`config.mk`:
```
export PLATFORM = sky130hd
export DESIGN_NAME = uart_rx2
export DESIGN_NICKNAME = d
export VERILOG_FILES = /design/src/rtl/uart_rx2_pkg.sv /design/src/rtl/uart_rx2_sync2.sv /design/src/rtl/uart_rx2.sv
export SDC_FILE = /design/constraint.sdc
export NUM_CORES = 1
export LEC_CHECK = 0
export CORE_MARGIN = 10
export CORE_UTILIZATION = 40
export DETAILED_ROUTE_END_ITERATION = 16
export MAX_ROUTING_LAYER = met4
export SLEW_MARGIN = 20
export SYNTH_ARGS = -nofsm -noshare
export SYNTH_HDL_FRONTEND = slang
export SYNTH_SLANG_ARGS = --single-unit
```
`constraint.sdc`:
```
create_clock -name clk_i -period 2.1 [get_ports clk_i]
set_input_delay 0.42 -clock clk_i [delete_from_list [all_inputs] [get_ports clk_i]]
set_output_delay 0.42 -clock clk_i [all_outputs]
set_load 0.01 [all_outputs]
```
`src/rtl/uart_rx2_pkg.sv`:
```
// uart_rx2_pkg: shared definitions for the 8N1 UART receiver.
//   - Default clock and baud rates, and the clocks-per-bit / half-bit derivation.
//   - FSM state encodings. These are common with the uart_tx2 transmitter, so keep them in sync.
package uart_rx2_pkg;

  localparam int unsigned DefClkHz    = 12_000_000;
  localparam int unsigned DefUartBaud = 9600;

  // FSM state encodings
  typedef logic [2:0] rx_state_t;
  localparam rx_state_t StIdle    = 3'd0;
  localparam rx_state_t StStart   = 3'd1;
  localparam rx_state_t StData    = 3'd2;
  localparam rx_state_t StStop    = 3'd3;
  localparam rx_state_t StCleanup = 3'd4;

  // Clocks per bit (S) for a given clock frequency and line rate.
  function automatic int unsigned clks_per_bit(input int unsigned clk_hz,
                                               input int unsigned baud);
    return clk_hz / baud;
  endfunction

  // Half-bit point H = (S-1)/2, rounded down. This is where the start bit is validated.
  function automatic int unsigned half_bit(input int unsigned s);
    return (s - 1) / 2;
  endfunction

endpackage

```
`src/rtl/uart_rx2_sync2.sv`:
```
// uart_rx2_sync2: two-flop synchroniser for an asynchronous single-bit input.
//   clk_i   : system clock
//   rst_ni  : asynchronous active-low reset; both flops load RESET_VAL
//   d_i     : asynchronous input
//   q_o     : d_i delayed by two clk_i flops
module uart_rx2_sync2 #(
  parameter logic RESET_VAL = 1'b1
) (
  input  logic clk_i,
  input  logic rst_ni,
  input  logic d_i,
  output logic q_o
);

  logic meta_q;
  logic sync_q;

  always_ff @(posedge clk_i or negedge rst_ni) begin
    if (!rst_ni) begin
      meta_q <= RESET_VAL;
      sync_q <= RESET_VAL;
    end else begin
      meta_q <= d_i;
      sync_q <= meta_q;
    end
  end

  assign q_o = sync_q;

endmodule

```
`src/rtl/uart_rx2.sv`:
```
// uart_rx2: 8N1 UART receiver. The line is LSB first and idles high.
// The start bit is validated at mid-bit. Data bits and the stop bit are sampled at bit centres.
//   clk_i       : system clock, all logic on the rising edge
//   rst_ni      : asynchronous active-low reset; aborts any frame in progress
//   rx_data_i   : serial line, asynchronous to clk_i
//   rx_byte_o   : last correctly framed byte; holds until the next good byte
//   rx_dv_o     : one-cycle strobe; rx_byte_o is valid in the same cycle
//   frame_err_o : one-cycle strobe when the stop bit samples low
//   busy_o      : high whenever the receiver is not idle
module uart_rx2
  import uart_rx2_pkg::*;
#(
  parameter int unsigned UART_BAUD    = DefUartBaud,
  parameter int unsigned CLK_HZ       = DefClkHz,
  parameter int unsigned CLKS_PER_BIT = clks_per_bit(CLK_HZ, UART_BAUD)
) (
  input  logic       clk_i,
  input  logic       rst_ni,
  input  logic       rx_data_i,
  output logic [7:0] rx_byte_o,
  output logic       rx_dv_o,
  output logic       frame_err_o,
  output logic       busy_o
);

  localparam int unsigned S    = CLKS_PER_BIT;
  localparam int unsigned H    = half_bit(S);
  localparam int unsigned CntW = $clog2(S);

  // Compare constants are sized to the counter, so S-1 never wraps.
  localparam logic [CntW-1:0] CntHalf = CntW'(H);
  localparam logic [CntW-1:0] CntLast = CntW'(S - 1);

  if (CLKS_PER_BIT < 4) begin : g_bad_clks_per_bit
    $error("uart_rx2: CLKS_PER_BIT must be at least 4");
  end

  logic rx_s;

  uart_rx2_sync2 #(
    .RESET_VAL (1'b1)
  ) u_sync2 (
    .clk_i  (clk_i),
    .rst_ni (rst_ni),
    .d_i    (rx_data_i),
    .q_o    (rx_s)
  );

  rx_state_t       state_q, state_d;
  logic [CntW-1:0] cnt_q, cnt_d;
  logic [2:0]      idx_q, idx_d;
  logic [7:0]      shift_q, shift_d;
  logic [7:0]      byte_q, byte_d;
  logic            dv_q, dv_d;
  logic            ferr_q, ferr_d;

  always_comb begin
    state_d = state_q;
    cnt_d   = cnt_q;
    idx_d   = idx_q;
    shift_d = shift_q;
    byte_d  = byte_q;
    dv_d    = 1'b0;
    ferr_d  = 1'b0;

    case (state_q)
      StIdle: begin
        cnt_d = '0;
        idx_d = '0;
        if (!rx_s) begin
          state_d = StStart;
        end
      end

      StStart: begin
        if (cnt_q == CntHalf) begin
          cnt_d = '0;
          // If the line is high again at mid-start-bit, it was a glitch: drop back silently.
          state_d = rx_s ? StIdle : StData;
        end else begin
          cnt_d = cnt_q + 1'b1;
        end
      end

      StData: begin
        if (cnt_q == CntLast) begin
          cnt_d          = '0;
          shift_d[idx_q] = rx_s;
          if (idx_q == 3'd7) begin
            idx_d   = '0;
            state_d = StStop;
          end else begin
            idx_d = idx_q + 3'd1;
          end
        end else begin
          cnt_d = cnt_q + 1'b1;
        end
      end

      StStop: begin
        if (cnt_q == CntLast) begin
          cnt_d = '0;
          if (rx_s) begin
            // Returning to idle at mid-stop-bit leaves half a bit to catch a back-to-back start.
            byte_d  = shift_q;
            dv_d    = 1'b1;
            state_d = StIdle;
          end else begin
            ferr_d  = 1'b1;
            state_d = StCleanup;
          end
        end else begin
          cnt_d = cnt_q + 1'b1;
        end
      end

      StCleanup: begin
        // A held-low break must not retrigger a start, so wait for the line to go high.
        cnt_d = '0;
        if (rx_s) begin
          state_d = StIdle;
        end
      end

      default: begin
        state_d = StIdle;
        cnt_d   = '0;
        idx_d   = '0;
      end
    endcase
  end

  always_ff @(posedge clk_i or negedge rst_ni) begin
    if (!rst_ni) begin
      state_q <= StIdle;
      cnt_q   <= '0;
      idx_q   <= '0;
      shift_q <= '0;
      byte_q  <= '0;
      dv_q    <= 1'b0;
      ferr_q  <= 1'b0;
    end else begin
      state_q <= state_d;
      cnt_q   <= cnt_d;
      idx_q   <= idx_d;
      shift_q <= shift_d;
      byte_q  <= byte_d;
      dv_q    <= dv_d;
      ferr_q  <= ferr_d;
    end
  end

  assign rx_byte_o   = byte_q;
  assign rx_dv_o     = dv_q;
  assign frame_err_o = ferr_q;
  assign busy_o      = (state_q != StIdle);

endmodule

```
* Word-level counts from Yosys, hierarchy flattened *
Cells that the tools add are included.

word-level totals
  input port bits = 3
  output and inout bits = 11
  register bits after elaboration = 37

cells by class
  bitwise operators = 1
  $add $sub $neg = 2
  muxes and demuxes = 24
  reductions and logical operators = 9
  eq/ne operators = 13
  $lt $le $gt $ge = 2

operators by type and width
  operator                 number
  $mux W3                  9
  $mux W11                 2
  $pmux W11 S2             1
  $pmux W3 S5              1
  $add A11 B1 Y11 const B  1
  $eq A11 B10 Y1 const B   1
  $eq A11 B11 Y1 const B   1
  $ne A2 B2 Y1 const B     5
  $bwmux W8                1
  $mux W1                  7
  $eq A3 B2 Y1 const B     2
  $eq A3 B3 Y1 const B     2
  $pmux W3 S2              1
  $reduce_and A6 Y1        1
  $lt A3 B4 Y1 const B     1
  $reduce_and A2 Y1        2
  $add A3 B1 Y3 const B    1
  $demux W1 S3             1
  $eq A3 B1 Y1 const B     1
  $ge A3 B1 Y1 const B     1
  $logic_not A3 Y1         1
  $reduce_and A3 Y1        1
  $reduce_bool A3 Y1       1
  $reduce_or A3 Y1         1
  other kinds (5)          5

* Logic depth before layout (Yosys ltp) *
  depth in word-level cells = 5
  depth in mapped cells = 7
  depth with buffers taken out = 6

* Modules after synthesis *
A second synthesis with hierarchy kept.

second synthesis, totals
  cells, all modules = 161
  area, all modules = 1,850.5 µm²

modules (own cells, without submodules)
  module          cells each  sequential area each (µm²)  area each (µm²)  instances
  uart_rx2        159         875.8                       1,798.0          1
  uart_rx2_sync2  2           52.6                        52.6             1

* Least setup slack after synthesis *
Ideal clock, no wire load.

  path type = register to register
  start = register cnt_q[2]
  end = register byte_q[0], in the netlist rx_byte_o[0]
  data arrival time = 1.671 ns
  period minus slack after synthesis = 1.796 ns
  slack = 0.304 ns
  setup time = 0.125 ns
  required time = 1.975 ns
  stages on the path, launching flop included = 5
  cells stage by stage = dfrtp_1 -> nor4b_4 -> nand4_2 -> nor2_4 -> mux2_2

on the way
  cells in the longest elaborated chain, start to end = 2

ends and longest elaborated chain
  element                             line             RTL
  start: declaration                  uart_rx2.sv:50   logic [CntW-1:0] cnt_q, cnt_d;
  start signal: assignment            uart_rx2.sv:144  cnt_q <= cnt_d;
  $eq A11 B11 Y1                      uart_rx2.sv:101  if (cnt_q == CntLast) begin
  $reduce_and A3 Y1 (no source line)  n/a
  end signal: assignment              uart_rx2.sv:147  byte_q <= byte_d;
  end: declaration                    uart_rx2.sv:53   logic [7:0] byte_q, byte_d;

No other way between the ends.
A chain may end at the register's enable or synchronous reset.

* Worst setup path after layout *
  start = register state_q[2]
  end = output busy_o

on the way
  cells in the longest elaborated chain, start to end = 1

ends and longest elaborated chain
  element                   line             RTL
  start: declaration        uart_rx2.sv:49   rx_state_t state_q, state_d;
  start signal: assignment  uart_rx2.sv:135  state_q <= StIdle;
  start signal: assignment  uart_rx2.sv:143  state_q <= state_d;
  $reduce_bool A3 Y1        uart_rx2.sv:156  assign busy_o = (state_q != StIdle);
  end: declaration          uart_rx2.sv:23   output logic busy_o

No other way between the ends.

==> PnR_summary.wiki <==
{| class="wikitable"
! Metric !! Value
|-
| Synthesized-area fraction occupied by xor and xnor cells || 0.0389
|-
| Flip-flop and latch area || 930 µm²
|-
| Power per unit of standard cell area || 646 mW/mm²
|-
| Number of maximum-capacitance violations || 0
|-
| Syn Area/Cell || 11.5 µm²
|-
| Unique masters post-synth || 41
|-
| Number of synthesized register bits || 37
|-
| Main combinational cell family by area after synthesis || simple AND/OR/NAND/NOR gates
|-
| Core Box Area || 0.00435 mm²
|-
| Antenna fix cells || 0
|-
| Number of placed instances, taps included || 222
|-
| Compound-cell area share of the yosys netlist || 0.0493
|-
| Multi-input gate area in the final layout || 827 µm²
|-
| Total design power || 1.37 mW
|-
| Number of global-route vias before repair || 1188
|-
| Pin count of the biggest net entering global routing || 38
|-
| CTS tree || yes
|-
| Worst Hold Class || input port to asynchronous set/reset pin
|-
| Clock transition at the registers of the reported paths || 0.07 ns
|-
| I/O pin total || 14
|-
| Via count || 1214
|-
| Number of port buffers || 13
|-
| Number of sinks handled by clock tree synthesis || 37
|-
| Least-Margin Pin Slew || 0.461 ns
|-
| Number of nets in the layout || 185
|-
| Residual overflow from global routing || 0
|-
| Chip height || 87.1 µm
|-
| Mean routed wirelength per cell || 14.3 µm
|-
| WS Path Type || flip-flop to primary output
|-
| Post-route minimum period || 2.01 ns
|-
| Max Slew Vio Count || 0
|-
| Floorplan die width || 87.1 µm
|-
| All-layer global routing usage || 0.0960
|-
| HPWL after DPL || 2.32 mm
|-
| Die footprint || 0.00758 mm²
|-
| Cell with the largest stage delay on the worst path || clkdlybuf4s50_1
|-
| Aggregate routed wire length || 3.30 mm
|-
| Number of hold violations in the final report || 0
|-
| Number of setup buffers added after CTS || 0
|-
| Area added between synthesis and finish || 17.7%
|-
| Simple-gate share of the synthesized area || 0.236
|-
| Final setup fails || 0
|-
| Final core occ || 0.487
|-
| # hold bufs at CTS || 0
|-
| Syn Inst Count || 157
|-
| DR pass1 iterations || 4
|-
| Number of remaining DRC errors || 0
|-
| Layout fillers || 387
|-
| Number of buffers inserted during clock tree synthesis || 5
|-
| Largest stage delay, worst path || 0.49 ns
|-
| Leakage power summed over all cells || 0.987 nW
|-
| EDFF count, synth || 0
|-
| Cell-by-cell listing of the critical path || or3_1, clkdlybuf4s50_1
|-
| Total nets after synthesis || 165
|-
| Number of antenna violations at the first check in global routing || 0
|-
| Period Utilization, post-route || 0.956
|-
| Layout Skew || 0.00288 ns
|-
| Fin Setup TNS || 0 ns
|-
| Remaining number of nets flagged by the antenna check after routing || 0
|-
| Wire length of the first global-routing pass || 5.67 mm
|-
| Routability-driven placement congestion ratio || 0.824
|-
| Vias per inst || 5.28
|-
| Worst hold slack || 0.169 ns
|-
| Proportion of synthesized chip area in sequential cells || 0.516
|-
| Depth of the CTS H-tree || 2
|-
| Fraction of registers with async set/reset || 1.00
|-
| Max Freq || 498 MHz
|-
| Standard-cell rows || 24
|-
| VDD IR-drop max || 0.370 mV
|-
| Yosys warns || 0
|-
| Crit. End Element || primary output
|-
| Clock root buffer master || clkbuf_8
|-
| Launching element type of the critical path || flip-flop
|-
| DRT iter0 DRCs || 117
|-
| Critical path data required time || 1.68 ns
|-
| Most instantiated flip-flop cell in the synthesis netlist || dfrtp_1
|-
| Highest net fanout along the worst path || 9
|-
| Post-Syn Area || 0.00180 mm²
|-
| Status || complete, no violations
|-
| Clock latency on the worst-skew pair || 0.29 ns
|-
| Setup repair after global routing missed its margin || false
|-
| Adder-cell share of the synthesized area || 0.0347
|-
| Clock buffer depth || 2
|-
| WP data arrival || 1.59 ns
|-
| Starting Density || 0.414
|-
| Final cell count without fillers || 230
|-
| Multiplexer share of the synthesized area || 0.100
|-
| Max-slew headroom || 0.692
|-
| Layout cells sized above 1 || 0.169
|}
==> cell usage after synthesis, types with 3 or more instances <==
| cell | n | area, µm² |
|---|---|---|
| a21oi_1 | 3 | 15.0 |
| clkbuf_1 | 3 | 11.3 |
| dfrtp_1 | 35 | 876 |
| ha_1 | 5 | 62.6 |
| inv_1 | 7 | 26.3 |
| mux2_1 | 8 | 90.1 |
| mux2_2 | 8 | 90.1 |
| nand2_1 | 5 | 18.8 |
| nand2b_1 | 3 | 18.8 |
| nand3_1 | 4 | 20.0 |
| nand3b_1 | 3 | 22.5 |
| nand4_1 | 8 | 50.1 |
| nor2_1 | 15 | 56.3 |
| nor2b_1 | 4 | 25.0 |
| nor4_1 | 3 | 18.8 |
| nor4bb_1 | 3 | 30.0 |
| o21ai_0 | 5 | 25.0 |
| xnor2_1 | 4 | 35.0 |
| xor2_1 | 4 | 35.0 |
==> worst max-delay path, delay by kind of cell (launching register included) <==
kind                   cells  cell delay [ns]
AND/OR/NAND/NOR            1             0.35
flip-flops                 1             0.47
buffers and inverters      1             0.49
==> what timing repair did <==
| action | in CTS | in global routing |
|---|---|---|
| endpoints found under the setup margin | 0 | 1 |
| hold endpoints to repair | 0 | 0 |
| resized for setup | 0 | 1 |
==> cell families (layout without fill, tap and decap cells) <==
family / Yosys count / in the layout
AND/OR/NAND/NOR: 66 / 66
flip-flops: 37 / 37
multiplexers: 16 / 16
AO/OA/AOI/OAI: 14 / 14
buffers and inverters: 11 / 32
XOR/XNOR: 8 / 8
adder cells (fa/ha/maj): 5 / 5
==> state kept, by name (all words and copies together) (netlist names) <==
| signal | count |
|---|---|
| cnt_q | 11 |
| frame_err_o | 1 |
| idx_q | 3 |
| rx_byte_o | 8 |
| rx_dv_o | 1 |
| shift_q | 8 |
| state_q | 3 |
| u_sync2.meta_q | 1 |
| u_sync2.q_o | 1 |
==> cells in the final DEF, fill, tap and decap left out, drive strengths merged, types with 4 or more instances in the layout <==
cell	n
inv	7
nand3	4
xnor2	4
ha	5
xor2	4
nor2b	4
clkdlybuf4s50	12
clkbuf	8
o21ai	5
nor2	16
mux2	16
dfrtp	35
nand4	10
nand2	5
buf	4
==> metal layers <==
| metal | global-route usage | wire (µm) | vias to the layer above |
|---|---|---|---|
| met2 | 0.132 | 1420 | 27 |
| met5 | - | 0 | - |
| met4 | 0.0348 | 29 | 0 |
| met1 | 0.126 | 1670 | 579 |
| li1 | - | - | 604 |
| met3 | 0.0346 | 184 | 4 |
==> path summary, 6_finish.rpt <==
kind	from	end	slack, ns	cells past startpoint
min	rst_ni	cnt_q[10]	0.17	2
max reg2reg	cnt_q[1]	shift_q[0]	0.14	6
max in group asynchronous	rst_ni	u_sync2.q_o	1.58	2
max	state_q[2]	busy_o	0.09	2
min in group clk_i	u_sync2.meta_q	u_sync2.q_o	0.36	0
min reg2reg	u_sync2.meta_q	u_sync2.q_o	0.36	0
==> where the power goes <==
group / total [mW] / leakage, nW / switching, mW / internal, mW
logic: 0.0198 / 0.435 / 0.0152 / 0.00462
registers: 0.719 / 0.494 / 0.00342 / 0.716
clock network: 0.631 / 0.0585 / 0.243 / 0.387
==> final cells by class <==
type / instances / share of cell area
clock inverters: 1 / 0.0142
flip-flops and latches: 37 / 0.439
inverters: 7 / 0.0124
clock buffers: 7 / 0.0407
multi-input cells: 109 / 0.390
repair buffers: 17 / 0.0732
well taps: 52 / 0.0307
==> through the flow <==
| step | instance area, µm² | worst slack (ns) |
|---|---|---|
| floorplan | 1800 | 0.304 |
| global placement | 2000 | 0.175 |
| detailed placement | 2000 | 0.139 |
| CTS | 2120 | 0.0540 |
| global route | 2120 | 0.0152 |
| finish | 2120 | 0.0914 |
Note: power is estimated with default switching activity, not from simulation.
